<file path="src/rtl/alu_seq8.sv">
// Sequences a shared 4-bit ALU over low/high nibble passes to perform 8-bit
// ADD/SUB/OR/AND/XOR, with an optional carry/borrow fix-up pass on the high nibble.
module alu_seq8 #(
  parameter bit SKIP_FIX = 1'b1
) (
  input  logic       clk,
  input  logic       rst,
  input  logic       start,
  input  logic [2:0] op_code,
  input  logic [7:0] a,
  input  logic [7:0] b,
  output logic       ready,
  output logic       done,
  output logic [7:0] result,
  output logic       flag,
  output logic [3:0] alu_a,
  output logic [3:0] alu_b,
  output logic [2:0] alu_op,
  input  logic [3:0] alu_result,
  input  logic       alu_flag
);

  typedef enum logic [2:0] {
    S_IDLE,
    S_LO,
    S_HI,
    S_FIX,
    S_DONE
  } state_t;

  localparam logic [2:0] OP_IDLE = 3'b111;

  state_t     state_q, state_d;
  logic [7:0] a_q, a_d;
  logic [7:0] b_q, b_d;
  logic [2:0] op_q, op_d;
  logic [3:0] lo_q, lo_d;
  logic [3:0] hi_q, hi_d;
  logic       c0_q, c0_d;
  logic       c1_q, c1_d;
  logic [7:0] result_q, result_d;
  logic       flag_q, flag_d;
  logic       is_arith;

  // Only ADD (000) and SUB (001) propagate a carry/borrow between nibbles.
  assign is_arith = (op_q[2:1] == 2'b00);

  always_ff @(posedge clk or posedge rst) begin
    if (rst) begin
      state_q  <= S_IDLE;
      a_q      <= '0;
      b_q      <= '0;
      op_q     <= '0;
      lo_q     <= '0;
      hi_q     <= '0;
      c0_q     <= 1'b0;
      c1_q     <= 1'b0;
      result_q <= '0;
      flag_q   <= 1'b0;
    end else begin
      state_q  <= state_d;
      a_q      <= a_d;
      b_q      <= b_d;
      op_q     <= op_d;
      lo_q     <= lo_d;
      hi_q     <= hi_d;
      c0_q     <= c0_d;
      c1_q     <= c1_d;
      result_q <= result_d;
      flag_q   <= flag_d;
    end
  end

  always_comb begin
    state_d  = state_q;
    a_d      = a_q;
    b_d      = b_q;
    op_d     = op_q;
    lo_d     = lo_q;
    hi_d     = hi_q;
    c0_d     = c0_q;
    c1_d     = c1_q;
    result_d = result_q;
    flag_d   = flag_q;
    alu_a    = '0;
    alu_b    = '0;
    alu_op   = OP_IDLE;

    case (state_q)
      S_IDLE: begin
        if (start) begin
          a_d     = a;
          b_d     = b;
          op_d    = op_code;
          state_d = S_LO;
        end
      end
      S_LO: begin
        alu_a   = a_q[3:0];
        alu_b   = b_q[3:0];
        alu_op  = op_q;
        lo_d    = alu_result;
        c0_d    = alu_flag;
        state_d = S_HI;
      end
      S_HI: begin
        alu_a  = a_q[7:4];
        alu_b  = b_q[7:4];
        alu_op = op_q;
        hi_d   = alu_result;
        c1_d   = alu_flag;
        if (is_arith && (!SKIP_FIX || c0_q)) begin
          state_d = S_FIX;
        end else begin
          result_d = {alu_result, lo_q};
          flag_d   = is_arith ? alu_flag : 1'b0;
          state_d  = S_DONE;
        end
      end
      S_FIX: begin
        // Fold the low-nibble carry/borrow into the high nibble; only one of
        // c1 and the fix-pass flag can be set, so OR-ing them is exact.
        alu_a    = hi_q;
        alu_b    = {3'b000, c0_q};
        alu_op   = op_q;
        result_d = {alu_result, lo_q};
        flag_d   = c1_q | alu_flag;
        state_d  = S_DONE;
      end
      S_DONE: begin
        state_d = S_IDLE;
      end
      default: begin
        state_d = S_IDLE;
      end
    endcase
  end

  assign ready  = (state_q == S_IDLE);
  assign done   = (state_q == S_DONE);
  assign result = result_q;
  assign flag   = flag_q;

endmodule

</file>
<file path="config.mk">
export PLATFORM = sky130hd
export DESIGN_NAME = alu_seq8
export DESIGN_NICKNAME = d
export VERILOG_FILES = /design/src/rtl/alu_seq8.sv
export SDC_FILE = /design/constraint.sdc
export NUM_CORES = 1
export LEC_CHECK = 0
export CAP_MARGIN = 10
export CORE_ASPECT_RATIO = 1.75
export CORE_MARGIN = 4
export CORE_UTILIZATION = 28
export CTS_BUF_LIST = sky130_fd_sc_hd__clkbuf_4 sky130_fd_sc_hd__clkbuf_8 sky130_fd_sc_hd__clkbuf_16
export DETAILED_ROUTE_END_ITERATION = 10
export GPL_ROUTABILITY_DRIVEN = 1
export GPL_TIMING_DRIVEN = 0
export PLACE_DENSITY = 0.53
export SKIP_CTS_REPAIR_TIMING = 1
export SYNTH_ARGS = -nofsm -noshare
export SYNTH_HDL_FRONTEND = slang
export SYNTH_SLANG_ARGS = --single-unit
</file>
<file path="constraint.sdc">
create_clock -name clk -period 3 [get_ports clk]
set_input_delay 0.45 -clock clk [delete_from_list [all_inputs] [get_ports clk]]
set_output_delay 0.45 -clock clk [all_outputs]
set_load 0.01 [all_outputs]
</file>
# [Word-level counts from Yosys, hierarchy flattened]
# Index checks and enable logic that the tools add are counted.
[word_totals] register_bits=41 wordCells=35 output_inout_bits=22
[op_classes] n_reduce_logical=7 bitwise=1 n_eq_ne=6 n_mux=11
[ops] op="$pmux W4 S3" n=2
[ops] op="$pmux W8 S2" n=1
[ops] op="$pmux W3 S4" n=1
[ops] op="$mux W3" n=3
[ops] op="$mux W8" n=1
[ops] op="$eq A3 B2 Y1 const B" n=2
[ops] op="$ne A2 B2 Y1 const B" n=2
[ops] op="$reduce_and A2 Y1" n=2
[ops] op="$eq A3 B1 Y1 const B" n=1
[ops] op="$eq A3 B3 Y1 const B" n=1
[ops] op="$logic_not A3 Y1" n=1
[ops] op="$reduce_or A3 Y1" n=1
[ops] op="$logic_not A2 Y1" n=1
[ops] op="$mux W1" n=2
[ops] op="$pmux W1 S2" n=1
[ops] op="$reduce_bool A2 Y1" n=1
[ops] op="$logic_and A1 B1 Y1" n=1
[ops] op="$or A1 B1 Y1" n=1

# [Logic depth before layout (Yosys ltp)]
# Gate-level depths: netlist (run 1).
[depth] ltp_word=4 ltp_mapped=5

# [Least setup slack after synthesis (run 1)]
# No wires, ideal clock.
[synth_timing] path_kind="register -> output" startpoint="register state_q[1]" endpoint="output alu_a[0]" arrival_time_ns=1.148 stages_incl_launch_ff=5 required_ns=2.550 setup_slack_ns=1.402 path_cell_list="dfrtp_1 buf_2 nor2b_1 a22oi_1 nor2_1"
[synth_via] elab_chain_len=2
[synth_rtl] item="start, declared" line="33" rtl="state_t state_q, state_d;"
[synth_rtl] item="start signal, assigned" line="61" rtl="state_q <= state_d;"
[synth_rtl] item="$eq A3 B2 Y1 or $eq A3 B1 Y1 (tied branches)" line="89" rtl="case (state_q)"
[synth_rtl] item="$pmux W4 S3 (*)" line="89"
[synth_rtl] item="end, declared" line="16" rtl="output logic [3:0] alu_a,"
# Mark *: on every way between the ends. The rest lies on a longest branch, timed or not.

# [Worst setup path in the final report (run 1)]
[layout_timing] startpoint="register state_q[1]" endpoint="output alu_a[1]"
# The elaborated chain is that of the path after synthesis.

==> flow_metrics.env, run 1 <==
export IMPL_status="completed"
export IMPL_fp_dieW_um=68.6
export IMPL_pin_count=49
export IMPL_postLayoutCoreUtil_pct=40.1
export IMPL_yosys_most_used_dff="dfrtp_1"
export IMPL_power_frac_comb_pct=44.9
export IMPL_cts_buffer_depth=2
export IMPL_period_needed_ns=2.58
export IMPL_critPathLaunch="state_q[1]"
export IMPL_synth_enable_flop_cells=0
export IMPL_leakage_nw=1.01
export IMPL_avgViaCountPerCell=4.60
export IMPL_finalSetupTns_ns=0
export IMPL_clock_sinks=41
export IMPL_dpl_cell_area_um2=2380
export IMPL_use_met3_pct=2.66
export IMPL_path_max_fanout=10
export IMPL_slew_headroom_pct=42.9
export IMPL_crit_path_end_kind="primary output"
export IMPL_synthArstFlopShare_pct=100
export IMPL_die_h_um=114
export IMPL_required_ns=2.55
export IMPL_first_pass_iters=4
export IMPL_hold_violations=0
export IMPL_p_per_area_nw_per_um2=1070
export IMPL_fin_nets=208
export IMPL_clk_latency_ns=0.29
export IMPL_period_share_pct=86.2
export IMPL_grt_max_degree=42
export IMPL_use_met2_pct=19.3
export IMPL_syn_avg_cell_area_um2=14.3
export IMPL_start_kind="flip-flop"
export IMPL_path_clk_slew_ns=0.07
export IMPL_syn_area_um2=1800
export IMPL_synth_seq_cells=41
export IMPL_drtAntennaViolNets=0
export IMPL_internal_power_mw=1.84
export IMPL_core_um2=6230
export IMPL_synthTopCellsByArea="dfrtp_1 (57%), mux2_2 (25%), a22oi_1 (2.1%)"
export IMPL_dieArea_um2=7810
export IMPL_fin_worst_skew_ns=0.00230
export IMPL_route_detailed_drc=0
export IMPL_slowest_stage="clkdlybuf4s50_1"
export IMPL_htree_levels=2
export IMPL_arrival_ns=2.13
export IMPL_grt_pass1_wl_um=6640
export IMPL_crit_chain="buf_2 > nor2b_1 > a22oi_1 > nor2_1 > clkdlybuf4s50_1"
export IMPL_diodes=0
export IMPL_final_cell_area_um2=2500
export IMPL_grt_pass1_vias=1324
export IMPL_top_usage_layer="met2"
export IMPL_drv_cap=0
export IMPL_cts_root_buf="clkbuf_8"
export IMPL_slowest_delay_ns=0.54
export IMPL_initial_utilization_pct=28.8
export IMPL_antenna_found_initial=0
export IMPL_layout_common_cells="clkdlybuf4s50_1 (48), dfrtp_1 (41), mux2_2 (40)"
export IMPL_synthCells=126
export IMPL_grt_use_met1_pct=13.1
export IMPL_final_common_cell="clkdlybuf4s50_1"
export IMPL_synth_top_area_cell="dfrtp_1"
export IMPL_yosysWarnings=0
export IMPL_cp_buffers_inverters=2
export IMPL_synthDominantCellAreaShare_pct=57.1
export IMPL_hpwl_um=3140
export IMPL_worstSetupPathType="reg2out"
export IMPL_hp_start="lo_q[3]"
export IMPL_finalSetupViolCount=0
export IMPL_ir_worst_vdd_v=0.000345
export IMPL_final_layout_size_suffix_gt1_share_pct=32.4
export IMPL_ys_seq_area_share_pct=57.1
export IMPL_cts_tree="done"
export IMPL_ys_types=26
export IMPL_clock_fmax_mhz=387
export IMPL_hold_ws_ns=0.508
export IMPL_sequentialPowerShare_pct=37.6
export IMPL_cts_made_buffers=5
export IMPL_areaGrowthSynthToFinish_pct=39.0
export IMPL_hold_path_class="reg2reg"
export IMPL_drtIter0Drc=37
export IMPL_grt_overflow=0
export IMPL_rsz0062_at_grt="no"
export IMPL_rows=38
export IMPL_vias=1205
export IMPL_worst_pin_slew_ns=0.855
export IMPL_r2r_start="state_q[1]"
export IMPL_power_switching_uw=832
export IMPL_wl_um=4140
export IMPL_grt_usage_pct=11.3
export IMPL_wl_per_cell_um=15.8
export IMPL_clkPwrFrac_pct=17.5
export IMPL_p_sw_share_pct=31.2
export IMPL_slew_violations=0
export IMPL_gp_congestion=0.788
export IMPL_cp_top_family="buffers and inverters"
export IMPL_portBuffers=48
export IMPL_syn_nets=153
## kinds of logic after synthesis
logic type | count (synthesis) | share of synthesized area (%)
AO/OA/AOI/OAI | 13 | 5.36
buffers and inverters | 7 | 2.30
flip-flops | 41 | 57.1
multiplexers | 42 | 26.3
AND/OR/NAND/NOR | 23 | 8.91
## synthesized netlist by cell type (2+ instances only)
cell type and number:
a22o_1 3, a22oi_1 5, buf_2 2, dfrtp_1 41, mux2_1 2, mux2_2 40, nor2_1 8, nor2b_1 2
nor3_1 3, nor3b_4 2, or3_1 3
## stage by stage
| step | total power [mW] | std cells | setup WS [ns] |
|---|---|---|---|
| after floorplan | 1.72 | 126 | 1.40 |
| after global placement | 2.19 | 254 | 0.722 |
| after detailed placement | 2.24 | 254 | 0.707 |
| after CTS | 2.71 | 262 | 0.390 |
| after global routing | 2.85 | 262 | 0.287 |
| final | 2.67 | 262 | 0.415 |
## worst paths after layout
path,endpoint,slack [ns],cells past startpoint
setup / recovery,alu_a[1],0.42,5
hold / removal,lo_q[3],0.51,1
setup reg to reg,op_q[0],1.29,5
hold reg to reg,lo_q[3],0.51,1
max in group asynchronous,result[4],1.81,2
min in group asynchronous,b_q[3],0.65,2
## state kept, by name, indices dropped and copies added (netlist names)
register	cells
c1_q	1
result	8
lo_q	4
a_q	8
op_q	3
hi_q	4
flag	1
b_q	8
state_q	3
c0_q	1
## layout make-up
type | count | area [µm²]
Inverter | 1 | 3.75
Timing Repair Buffer | 48 | 480
Clock inverter | 1 | 30.0
Tap cell | 80 | 100
Clock buffer | 7 | 90.1
Fill cell | 592 | 3730
Multi-Input combinational cell | 78 | 729
Sequential cell | 41 | 1030
Buffer | 6 | 37.5
## power by group through the flow
stage               sequential [mW]  combinational (mW)  clock, mW
floorplan                     0.995               0.720          0
global placement               1.00                1.19          0
detailed placement             1.02                1.22          0
CTS                            1.01                1.22      0.483
global route                   1.04                1.30      0.507
finish                         1.01                1.20      0.467
## layer usage
metal	routed length, µm	up-vias	share of wire (%)
li1	-	567	-
met1	1650	597	40
met2	2180	35	53
met3	235	6	5.7
met4	80	0	1.9
met5	0	-	0
No activity file was read; power rests on OpenSTA's default activity.
==> run 2: changes to the inputs <==
--- a/config.mk
+++ b/config.mk
@@ -14,6 +14,7 @@
 export GPL_ROUTABILITY_DRIVEN = 1
 export GPL_TIMING_DRIVEN = 0
 export PLACE_DENSITY = 0.53
+export RECOVER_POWER = 50
 export SKIP_CTS_REPAIR_TIMING = 1
 export SYNTH_ARGS = -nofsm -noshare
 export SYNTH_HDL_FRONTEND = slang
==> constraint.sdc (replaced) <==
create_clock -name clk -period 3 [get_ports clk]
set_input_delay 0.45 -clock clk [delete_from_list [all_inputs] [get_ports clk]]
set_output_delay 0.45 -clock clk [all_outputs]
set_load 0.05 [all_outputs]
==> flow_metrics.env, run 2 (synthesis gave the netlist of run 1 again) <==
export IMPL_maxUsedRoutingLayer="met4"
export IMPL_fin_nets=208
export IMPL_slew_violations=42
export IMPL_gp_congestion=0.788
export IMPL_clk_latency_ns=0.29
export IMPL_required_ns=2.55
export IMPL_status="finished, violations left"
export IMPL_hpwl_um=3140
export IMPL_start_kind="flip-flop"
export IMPL_met1Wirelength_um=1640
export IMPL_wl_met3_um=247
export IMPL_fp_dieW_um=68.6
export IMPL_period_needed_ns=2.85
export IMPL_dieArea_um2=7810
export IMPL_htree_levels=2
export IMPL_cts_made_buffers=5
export IMPL_final_layout_size_suffix_gt1_share_pct=30.2
export IMPL_die_h_um=114
export IMPL_critPathCapture="alu_b[2]"
export IMPL_hold_path_class="reg2reg"
export IMPL_grt_max_degree=42
export IMPL_wl_met2_um=2200
export IMPL_rsz0062_at_grt="no"
export IMPL_grt_pass1_vias=1324
export IMPL_drv_cap=1
export IMPL_hold_violations=0
export IMPL_final_common_cell="clkdlybuf4s50_1"
export IMPL_grt_pass1_wl_um=6640
export IMPL_antenna_found_initial=0
export IMPL_power_switching_mw=1.30
export IMPL_grt_usage_pct=11.3
export IMPL_total_power_mw=3.13
export IMPL_portBuffers=48
export IMPL_first_pass_iters=4
export IMPL_path_max_fanout=10
export IMPL_worst_pin_slew_ns=1.56
export IMPL_leakage_nw=1.00
export IMPL_drtAntennaViolNets=0
export IMPL_wl_um=4150
export IMPL_diodes=0
export IMPL_critPathLaunch="state_q[1]"
export IMPL_arrival_ns=2.40
export IMPL_slew_headroom_pct=-4.28
export IMPL_final_cell_area_um2=2480
export IMPL_r2r_slack_ns=1.05
export IMPL_route_detailed_drc=0
export IMPL_wl_per_cell_um=15.8
export IMPL_finalSetupViolCount=0
export IMPL_fin_worst_skew_ns=0.00204
export IMPL_cts_tree="done"
export IMPL_grt_overflow=0
export IMPL_period_share_pct=95.1
export IMPL_core_um2=6230
export IMPL_avgViaCountPerCell=4.62
export IMPL_p_sw_share_pct=41.5
export IMPL_p_per_area_nw_per_um2=1260
export IMPL_rows=38
export IMPL_power_frac_comb_pct=53.1
export IMPL_violations="max-capacitance violations, max-slew violations"
export IMPL_dpl_worst_slack_ns=0.440
export IMPL_worstSetupPathType="reg2out"
export IMPL_crit_path_end_kind="primary output"
export IMPL_pin_count=49
export IMPL_hold_ws_ns=0.508
export IMPL_areaGrowthSynthToFinish_pct=38.2
export IMPL_ir_worst_vdd_v=0.000437
export IMPL_layout_common_cells="clkdlybuf4s50_1 (47), dfrtp_1 (41), mux2_2 (40)"
export IMPL_sequentialPowerShare_pct=32.0
export IMPL_clkPwrFrac_pct=14.9
export IMPL_initial_utilization_pct=28.8
export IMPL_cts_root_buf="clkbuf_8"
export IMPL_r2r_cells=4
export IMPL_internal_power_mw=1.83
export IMPL_worst_slack_ns=0.148
export IMPL_vias=1211
export IMPL_clock_fmax_mhz=351
export IMPL_path_clk_slew_ns=0.07
export IMPL_finalSetupTns_ns=0
export IMPL_rr_endpoint="result[4]"
export IMPL_cts_buffer_depth=2
export IMPL_r2r_start="state_q[2]"
export IMPL_clock_sinks=41
export IMPL_dpl_cell_area_um2=2380
export IMPL_drtIter0Drc=40
[run 2: cell type report]
type / count / area (µm²)
Clock inverter: 1 / 30.0
Buffer: 6 / 36.3
Inverter: 1 / 3.75
Sequential cell: 41 / 1030
Clock buffer: 7 / 90.1
Tap cell: 80 / 100
Timing Repair Buffer: 48 / 480
Multi-Input combinational cell: 78 / 716
Fill cell: 596 / 3750
[run 2: stage by stage]
step                cells  utilization [%]
CTS                   262             40.1
global placement      254             38.2
floorplan             126                -
global route          262             39.9
detailed placement    254             38.2
finish                262             39.9
[run 2: metal layers]
metal / vias to the layer above / track usage [%]
met3: 6 / 2.66
li1: 569 / -
met2: 37 / 19.3
met4: 0 / 4.78
met1: 599 / 13.1
met5: - / 0
[run 2: how the worst min path moves through the flow]
stage,slack (ns),to,startpoint,cells past startpoint
after CTS,0.51,lo_q[3],lo_q[3],1
after global routing,0.52,b_q[2],b_q[2],1
after detailed placement,0.49,b_q[0],b_q[0],1
final,0.51,lo_q[3],lo_q[3],1
after floorplan,0.46,b_q[3],b_q[3],1
after global placement,0.47,b_q[3],b_q[3],1
[run 2: power groups by stage]
stage,logic (mW),registers [mW],clock network [mW]
floorplan,1.01,1.18,0
global route,1.76,1.04,0.507
finish,1.66,1.00,0.467
CTS,1.70,1.01,0.483
global placement,1.66,1.00,0
detailed placement,1.69,1.02,0
[run 2: worst max-delay path: stages (launching register included)]
cell,delay (ns)
dfrtp_1,0.41
buf_2,0.22
nor3b_4,0.46
a22o_1,0.22
clkdlybuf4s50_1,0.80
